`config.mk`:
```
export PLATFORM = sky130hd
export DESIGN_NAME = lsu_controller
export DESIGN_NICKNAME = d
export VERILOG_FILES = /design/src/rtl/lsu_controller.sv
export SDC_FILE = /design/constraint.sdc
export NUM_CORES = 1
export LEC_CHECK = 0
export ABC_CLOCK_PERIOD_IN_PS = 3400
export BUFFER_PORTS_ARGS = -buffer_cell sky130_fd_sc_hd__clkbuf_2
export CAP_MARGIN = 20
export CORE_MARGIN = 2
export CORE_UTILIZATION = 30
export CTS_CLUSTER_SIZE = 24
export DETAILED_ROUTE_END_ITERATION = 6
export GPL_TIMING_DRIVEN = 0
export PLACE_DENSITY = 0.57
export SYNTH_ARGS = -nofsm -noshare
export SYNTH_HDL_FRONTEND = slang
export SYNTH_SLANG_ARGS = --single-unit
```
`constraint.sdc`:
```
create_clock -name clk_i -period 3.4 [get_ports clk_i]
set_input_delay 0.68 -clock clk_i [delete_from_list [all_inputs] [get_ports clk_i]]
set_output_delay 0.68 -clock clk_i [all_outputs]
set_load 0.03 [all_outputs]
```
`src/rtl/lsu_controller.sv`:
```
// Load-store sequencer: latches a core access, drives the data memory handshake,
// formats load data and reports misaligned/unsupported accesses and memory timeouts.
module lsu_controller #(
  parameter int TIMEOUT = 16
) (
  input  logic        clk_i,
  input  logic        rst_ni,
  input  logic        core_req_i,
  input  logic        core_we_i,
  input  logic [2:0]  core_size_i,
  input  logic [31:0] core_addr_i,
  input  logic [31:0] core_wd_i,
  output logic [31:0] core_rd_o,
  output logic        core_stall_o,
  output logic        mem_req_o,
  output logic        mem_we_o,
  output logic [3:0]  mem_be_o,
  output logic [31:0] mem_addr_o,
  output logic [31:0] mem_wd_o,
  input  logic [31:0] mem_rd_i,
  input  logic        mem_ready_i,
  output logic        access_err_o,
  output logic        bus_err_o
);

  localparam int CW = (TIMEOUT > 1) ? $clog2(TIMEOUT) : 1;

  typedef enum logic [1:0] {S_IDLE, S_BUSY, S_DONE} state_t;

  state_t          r_state, w_next;
  logic [31:0]     r_addr, r_wd, r_rd;
  logic            r_we, r_access_err, r_bus_err;
  logic [2:0]      r_size;
  logic [CW-1:0]   r_cnt;
  logic            w_illegal, w_timeout;
  logic [31:0]     w_shift, w_load;
  logic [7:0]      w_byte;
  logic [15:0]     w_half;

  always_comb begin
    w_illegal = 1'b0;
    case (core_size_i)
      3'd0:    w_illegal = 1'b0;
      3'd1:    w_illegal = core_addr_i[0];
      3'd2:    w_illegal = (core_addr_i[1:0] != 2'b00);
      3'd4:    w_illegal = core_we_i;
      3'd5:    w_illegal = core_we_i | core_addr_i[0];
      default: w_illegal = 1'b1;
    endcase
  end

  // Reaching TIMEOUT-1 with ready still low means this is the last permitted BUSY cycle.
  assign w_timeout = (TIMEOUT > 0) && (r_cnt == CW'(TIMEOUT - 1));

  assign w_shift = mem_rd_i >> {r_addr[1:0], 3'b000};
  assign w_byte  = w_shift[7:0];
  assign w_half  = r_addr[1] ? mem_rd_i[31:16] : mem_rd_i[15:0];

  always_comb begin
    w_load = mem_rd_i;
    case (r_size)
      3'd0:    w_load = {{24{w_byte[7]}}, w_byte};
      3'd1:    w_load = {{16{w_half[15]}}, w_half};
      3'd4:    w_load = {24'd0, w_byte};
      3'd5:    w_load = {16'd0, w_half};
      default: w_load = mem_rd_i;
    endcase
  end

  always_ff @(posedge clk_i or negedge rst_ni) begin
    if (!rst_ni) r_state <= S_IDLE;
    else         r_state <= w_next;
  end

  always_comb begin
    w_next    = r_state;
    mem_req_o = 1'b0;
    mem_we_o  = 1'b0;
    mem_be_o  = 4'b0000;
    case (r_state)
      S_IDLE: if (core_req_i) w_next = w_illegal ? S_DONE : S_BUSY;
      S_BUSY: begin
        mem_req_o = 1'b1;
        mem_we_o  = r_we;
        case (r_size)
          3'd0, 3'd4: mem_be_o = 4'b0001 << r_addr[1:0];
          3'd1, 3'd5: mem_be_o = 4'b0011 << r_addr[1:0];
          default:    mem_be_o = 4'b1111;
        endcase
        if (mem_ready_i || w_timeout) w_next = S_DONE;
      end
      S_DONE:  w_next = S_IDLE;
      default: w_next = S_IDLE;
    endcase
  end

  always_ff @(posedge clk_i or negedge rst_ni) begin
    if (!rst_ni) begin
      r_addr       <= 32'd0;
      r_wd         <= 32'd0;
      r_rd         <= 32'd0;
      r_we         <= 1'b0;
      r_size       <= 3'd0;
      r_cnt        <= '0;
      r_access_err <= 1'b0;
      r_bus_err    <= 1'b0;
    end else begin
      case (r_state)
        S_IDLE: if (core_req_i) begin
          r_addr       <= core_addr_i;
          r_we         <= core_we_i;
          r_size       <= core_size_i;
          r_wd         <= core_wd_i;
          r_cnt        <= '0;
          r_rd         <= 32'd0;
          r_access_err <= w_illegal;
        end
        S_BUSY: begin
          if (mem_ready_i) begin
            r_rd <= r_we ? 32'd0 : w_load;
          end else if (w_timeout) begin
            r_rd      <= 32'd0;
            r_bus_err <= 1'b1;
          end else begin
            r_cnt <= r_cnt + 1'b1;
          end
        end
        S_DONE: begin
          r_access_err <= 1'b0;
          r_bus_err    <= 1'b0;
        end
        default: ;
      endcase
    end
  end

  // Gated by reset so the stall also drops asynchronously.
  assign core_stall_o = rst_ni & core_req_i & (r_state != S_DONE);
  assign core_rd_o    = r_rd;
  assign access_err_o = r_access_err;
  assign bus_err_o    = r_bus_err;
  assign mem_addr_o   = {r_addr[31:2], 2'b00};

  always_comb begin
    mem_wd_o = r_wd;
    case (r_size)
      3'd0, 3'd4: mem_wd_o = {4{r_wd[7:0]}};
      3'd1, 3'd5: mem_wd_o = {2{r_wd[15:0]}};
      default:    mem_wd_o = r_wd;
    endcase
  end

endmodule
```
; Yosys cells after proc, flatten, opt, wreduce, memory -nomap -nowiden
; Index checks and enable logic that the tools add are counted.
[op_classes]
n_addsub = 1
multipliers = 0
div = 0
order_cmp = 0
n_eq_ne = 17
shifts = 3
n_mux = 26
n_bitwise = 3
reduce_logical = 16
[op_table]
columns = op, count
row1 = 32-bit two-way mux, 4
row2 = 32-bit one-hot mux with 2 select lines, 2
row3 = 32-bit one-hot mux with 4 select lines, 1
row4 = 32-bit by 5-bit >> shifter with 8-bit output, 1
row5 = 16-bit two-way mux, 1
row6 = 4-bit two-way mux, 4
row7 = 4-bit one-hot mux with 2 select lines, 2
row8 = 3-bit equality test (second input constant), 4
row9 = 2-bit != test (second input constant), 6
row10 = 2-bit nonzero test, 4
row11 = 3-bit by 1-bit equality test with 1-bit output (second input constant), 2
row12 = 3-bit logical NOT, 2
row13 = 2-bit two-way mux, 3
row14 = 2-bit AND reduction, 3
row15 = 3-bit AND reduction, 2
row16 = 1-bit two-way mux, 5
row17 = 1-bit one-hot mux with 5 select lines, 1
row18 = 4-bit by 1-bit adder with 4-bit output (second input constant), 1
row19 = 4-bit equality test (second input constant), 1
row20 = 1-bit one-hot mux with 2 select lines, 2
row21 = 2-bit one-hot mux with 2 select lines, 1
row22 = 4-bit AND reduction, 1
row23 = 2-bit OR reduction, 2
row24 = 1-bit by 2-bit left shift with 4-bit output (first input constant), 1
row25 = 9 further kinds, 10
[word_totals]
register_bits = 108
latch_bits = 0
mem_bits_rw = 0
rom_bits = 0
inputBits = 104
out_inout_bits = 105
word_cells = 75
memories = 0

; Depth between registers and ports, before layout
[logic_depth]
word_depth = 5
depth_mapped = 7
mapped_depth_nobuf = 5

; Least setup slack after synthesis
; OpenSTA, ideal clock, no wires.
[synth_timing]
path_type = reg-to-output
from = register r_size[0]
to = output port mem_wd_o[24]
t_arrival_ns = 1.509
t_required_ns = 2.720
slack_ns = 1.211
stages_incl_launch_ff = 5
cell_sequence = dfrtp_1 > buf_2 > buf_2 > mux2i_1 > o21ai_0
[synth_between]
elab_chain_len = 3
word_cells_on_any_way = 7
cone_classes = 3 x eq/ne / 1 x mux / 3 x reduce/logical
[synth_rtl]
columns = element, line_no
row1 = "start, declared", 33  ; logic [2:0] r_size;
row2 = "start signal, assigned", 112  ; r_size <= core_size_i;
row3 = "3-bit by 1-bit equality test with 1-bit output, or another cell as far along", 146  ; case (r_size)
row4 = 2-bit OR reduction, 146
row5 = 32-bit one-hot mux with 2 select lines (*), 146
row6 = "end, declared", 19  ; output logic [31:0] mem_wd_o,
; Mark *: on every way between the ends. The rest lies on a longest branch, timed or not.

; Worst setup path in the final report
[layout_timing]
from = register r_size[1]
to = output port mem_wd_o[30]
; The elaborated chain is that of the path after synthesis.

==> Implementation_results.wiki <==
{| class="wikitable"
! Metric !! Value
|-
| Fin crit share || about 90%
|-
| Max Cap Violations || 0
|-
| Synth top cells by count || sky130_fd_sc_hd__nand2_1 (252), sky130_fd_sc_hd__dfrtp_1 (108), sky130_fd_sc_hd__buf_4 (41)
|-
| Clock network latency to the later pin of the worst-skew pair || around 0.36 ns
|-
| Hold-fix buffers at CTS || 0
|-
| Worst slack on hold paths || 0.215 ns
|-
| Post-route setup slack || around 0.35 ns
|-
| Overflow left after global routing || 0
|-
| Mapped Area || between 5000 and 6000 um^2
|-
| Unrepaired setup endpoints after global routing || false
|-
| Cell with the most instances after synthesis || sky130_fd_sc_hd__nand2_1
|-
| Port buffer count || a little over 200
|-
| Antenna cells || 0
|-
| Period minus WS final || 3.05 ns
|-
| # Post-CTS Setup Buffers || 0
|-
| Top-level I/O count || approximately 210
|-
| Crit path max-delay cell type || sky130_fd_sc_hd__dfrtp_1
|-
| Avg Cell Area, Syn || ~8.9 um^2
|-
| Height of the chip || between 100 and 150 um
|-
| Gate power share || a little under half
|-
| Measured slew at the worst slew-check pin || 0.720 ns
|-
| Crit path kind || flop to output port
|-
| Maximum frequency from static timing analysis || about 330 MHz
|-
| Number of flops mapped to enable cells by yosys || 0
|-
| Status || complete, no violations
|-
| Met3 global-route usage || slightly above 5%
|-
| Longest individual stage delay on the worst path || ~0.51 ns
|-
| Worst-path clk slew || about 0.080 ns
|-
| Power density over the cells || approximately 720 nW/um^2
|-
| Final Max Slew Viols || 0
|-
| Routed vias/inst || between 4 and 5
|-
| Share of the yosys chip area belonging to registers || 49.2%
|-
| Cell count after synthesis || a little over 600
|-
| DR iter-0 viols || slightly below 300
|-
| Top_reg_cell synth || sky130_fd_sc_hd__dfrtp_1
|-
| Portion of synthesized cell area occupied by the leading cell type || 49.2%
|-
| Final standard cell utilization of the core || 39.7%
|-
| Number of remaining DRC errors || 0
|-
| Startpoint Class || flop
|-
| Via total after detailed routing || 4,968
|-
| Worst EP arrival || 2.37 ns
|-
| VDD IR max || about 500 uV
|-
| Switching Share || roughly 44%
|-
| Hold Fails Final Rpt || 0
|-
| Largest area contributor in the synthesized netlist || sky130_fd_sc_hd__dfrtp_1
|-
| Class of the most critical hold timing path || primary input to asynchronous set/reset pin
|-
| Clock tree from TritonCTS || built
|-
| Pre-Repair DR Iteration Count || 5
|-
| # resized after CTS || 0
|-
| Headroom to the max-slew limit || 51.9%
|-
| Antenna-violating nets left || 0
|-
| Endpoint class of the critical path || output port
|-
| Cell types occupying the most area after synthesis || sky130_fd_sc_hd__dfrtp_1 (49%), sky130_fd_sc_hd__nand2_1 (17%), sky130_fd_sc_hd__buf_4 (5.6%)
|-
| Final sum of negative setup slack || 0 ns
|-
| Via count of the first global-routing pass || 4,750
|-
| Maximum number of pins on one net before global-route repair || 78
|-
| Met1 Usage GRT || about a quarter
|-
| Static leakage || 0.00396 uW
|-
| Layout Area Growth over Synthesis || 29.8%
|-
| Busiest grt layer || met2
|-
| Routability congestion estimate || approximately 0.8
|-
| Detailed-placement wirelength estimate || about 13,000 um
|-
| Cell repeated most along the worst path || sky130_fd_sc_hd__clkbuf_1
|-
| Total number of nets in the final design || between 900 and 1k
|-
| Proportion of layout cells with a drive suffix above 1 || around 37%
|-
| Master cell of the clock root buffer || sky130_fd_sc_hd__clkbuf_16
|-
| Number of buffers created by CTS || 9
|-
| Required time of the critical path || between 2 and 3 ns
|-
| Total detailed-routing wirelength || ~17,000 um
|-
| Std-Cell Core Area || around 18,000 um^2
|-
| Share of power burned in the clock network || between 20% and 30%
|-
| Post-Route Skew || ~0.011 ns
|-
| Cell-internal power || 2910 uW
|-
| Number of setup violations in the final report || 0
|-
| Sequential share of power || approximately a third
|-
| Overall track demand over capacity in global routing || approximately 18%
|-
| Number of warning messages in the yosys log || 0
|-
| NetSw || roughly 2300 uW
|-
| Seq cells post-synth || approximately 110
|-
| Maximum root-to-sink buffer count || 2
|-
| Initial antenna violation count || 0
|-
| Async S/R FF share, synth || 100%
|-
| Wire length of the first global-routing pass || 26,800 um
|-
| Maximum fanout along the worst path || 10
|-
| Worst slack at placement || around 0.64 ns
|-
| CTS H-tree lvls || 3
|-
| Count of distinct cell types in the synthesized netlist || 47
|-
| Die Width || about 140 um
|-
| Initial core utilization || between 30% and 40%
|-
| Number of cell rows || 49
|-
| Sink count of the clock tree || approximately 110
|-
| Cell-by-cell listing of the critical path || clkbuf_1 -> clkbuf_1 -> nand2_1 -> o21ai_0 -> clkbuf_2
|-
| Met2 GRT Util || 28.3%
|-
| Die area || approximately 20,000 um^2
|-
| Wire per inst || around 16 um
|}
## layout by cell type, fill, tap and decap left out, types with 3 or more instances in the layout
cell type,netlist,routed
sky130_fd_sc_hd__nand2_1,252,252
sky130_fd_sc_hd__clkbuf_2,0,205
sky130_fd_sc_hd__dfrtp_1,108,108
sky130_fd_sc_hd__buf_4,41,41
sky130_fd_sc_hd__o21ai_0,23,23
sky130_fd_sc_hd__clkbuf_1,20,20
sky130_fd_sc_hd__mux2_2,17,17
sky130_fd_sc_hd__nand3_1,15,15
sky130_fd_sc_hd__a21oi_1,12,12
sky130_fd_sc_hd__nor2_1,12,12
sky130_fd_sc_hd__buf_2,11,11
sky130_fd_sc_hd__a22oi_2,10,10
sky130_fd_sc_hd__mux2i_1,9,9
sky130_fd_sc_hd__a22o_1,9,9
sky130_fd_sc_hd__clkbuf_16,0,9
sky130_fd_sc_hd__inv_1,7,7
sky130_fd_sc_hd__a211o_1,7,7
sky130_fd_sc_hd__nor2b_1,7,7
sky130_fd_sc_hd__nand4_1,7,7
sky130_fd_sc_hd__a22oi_1,7,7
sky130_fd_sc_hd__nand3b_1,6,6
sky130_fd_sc_hd__o21ai_1,6,6
sky130_fd_sc_hd__buf_6,5,5
sky130_fd_sc_hd__nand2b_1,3,3
## cells by family after synthesis
family / share of synthesized area [%]
AND/OR/NAND/NOR: 24.2
flip-flops: 49.2
buffers and inverters: 9.54
AO/OA/AOI/OAI: 10.9
multiplexers: 5.80
adder cells (fa/ha/maj): 0.228
other: 0.0682
XOR/XNOR: 0.159
## per-layer routing
layer | wire (um) | share of wire (%)
met1 | 7620 | 44
met2 | 7980 | 46
met3 | 1300 | 7.6
met4 | 289 | 1.7
met5 | 0 | 0
## path summary, 6_finish.rpt
path | from | endpoint | slack, ns | cells after the start
max | r_size[1] | mem_wd_o[30] | 0.35 | 5
min | rst_ni | core_rd_o[12] | 0.22 | 1
min reg2reg | r_wd[20] | r_wd[20] | 0.47 | 2
min in group clk_i | r_wd[20] | r_wd[20] | 0.47 | 2
max reg2reg | r_cnt[0] | core_rd_o[17] | 1.59 | 6
max in group asynchronous | rst_ni | r_addr[7] | 2.52 | 2
## state kept, by name, indices dropped and copies added, names as in the netlist
signal	cells
core_rd_o	32
bus_err_o	1
r_size	3
r_we	1
r_cnt	4
r_addr	32
r_state	2
r_wd	32
access_err_o	1
## cell type report
| class | count | area [um^2] |
|---|---|---|
| clock buffer | 10 | 239 |
| clock inverter | 5 | 42.5 |
| fill | 1888 | 10800 |
| buffer | 78 | 498 |
| inverter | 7 | 26.3 |
| timing repair buffer | 207 | 1070 |
| tap | 229 | 287 |
| multi-input combinational | 429 | 2270 |
| sequential | 108 | 2700 |
## through the flow
step | cell area (um^2) | instances | power [uW]
final | 7140 | 1073 | 5160
after CTS | 7140 | 1073 | 5230
after global routing | 7140 | 1073 | 5480
after global placement | 6820 | 1057 | 4140
after floorplan | 5500 | 622 | 3420
after detailed placement | 6850 | 1058 | 4160
## power groups by stage
stage | combinational [uW] | clock [uW] | sequential (uW)
CTS | 2370 | 1090 | 1770
global route | 2540 | 1130 | 1820
finish | 2340 | 1040 | 1770
floorplan | 1590 | 0 | 1830
detailed placement | 2370 | 0 | 1790
global placement | 2350 | 0 | 1790
## worst max-delay path, delay by kind of cell (launching register included)
kind / cells / cell delay (ns)
AOI/OAI and AO/OA: 1 / 0.15
buffers and inverters: 3 / 1.24
and+or+nand+nor: 1 / 0.10
DFF: 1 / 0.51
Power figures use the tool's default switching activity.
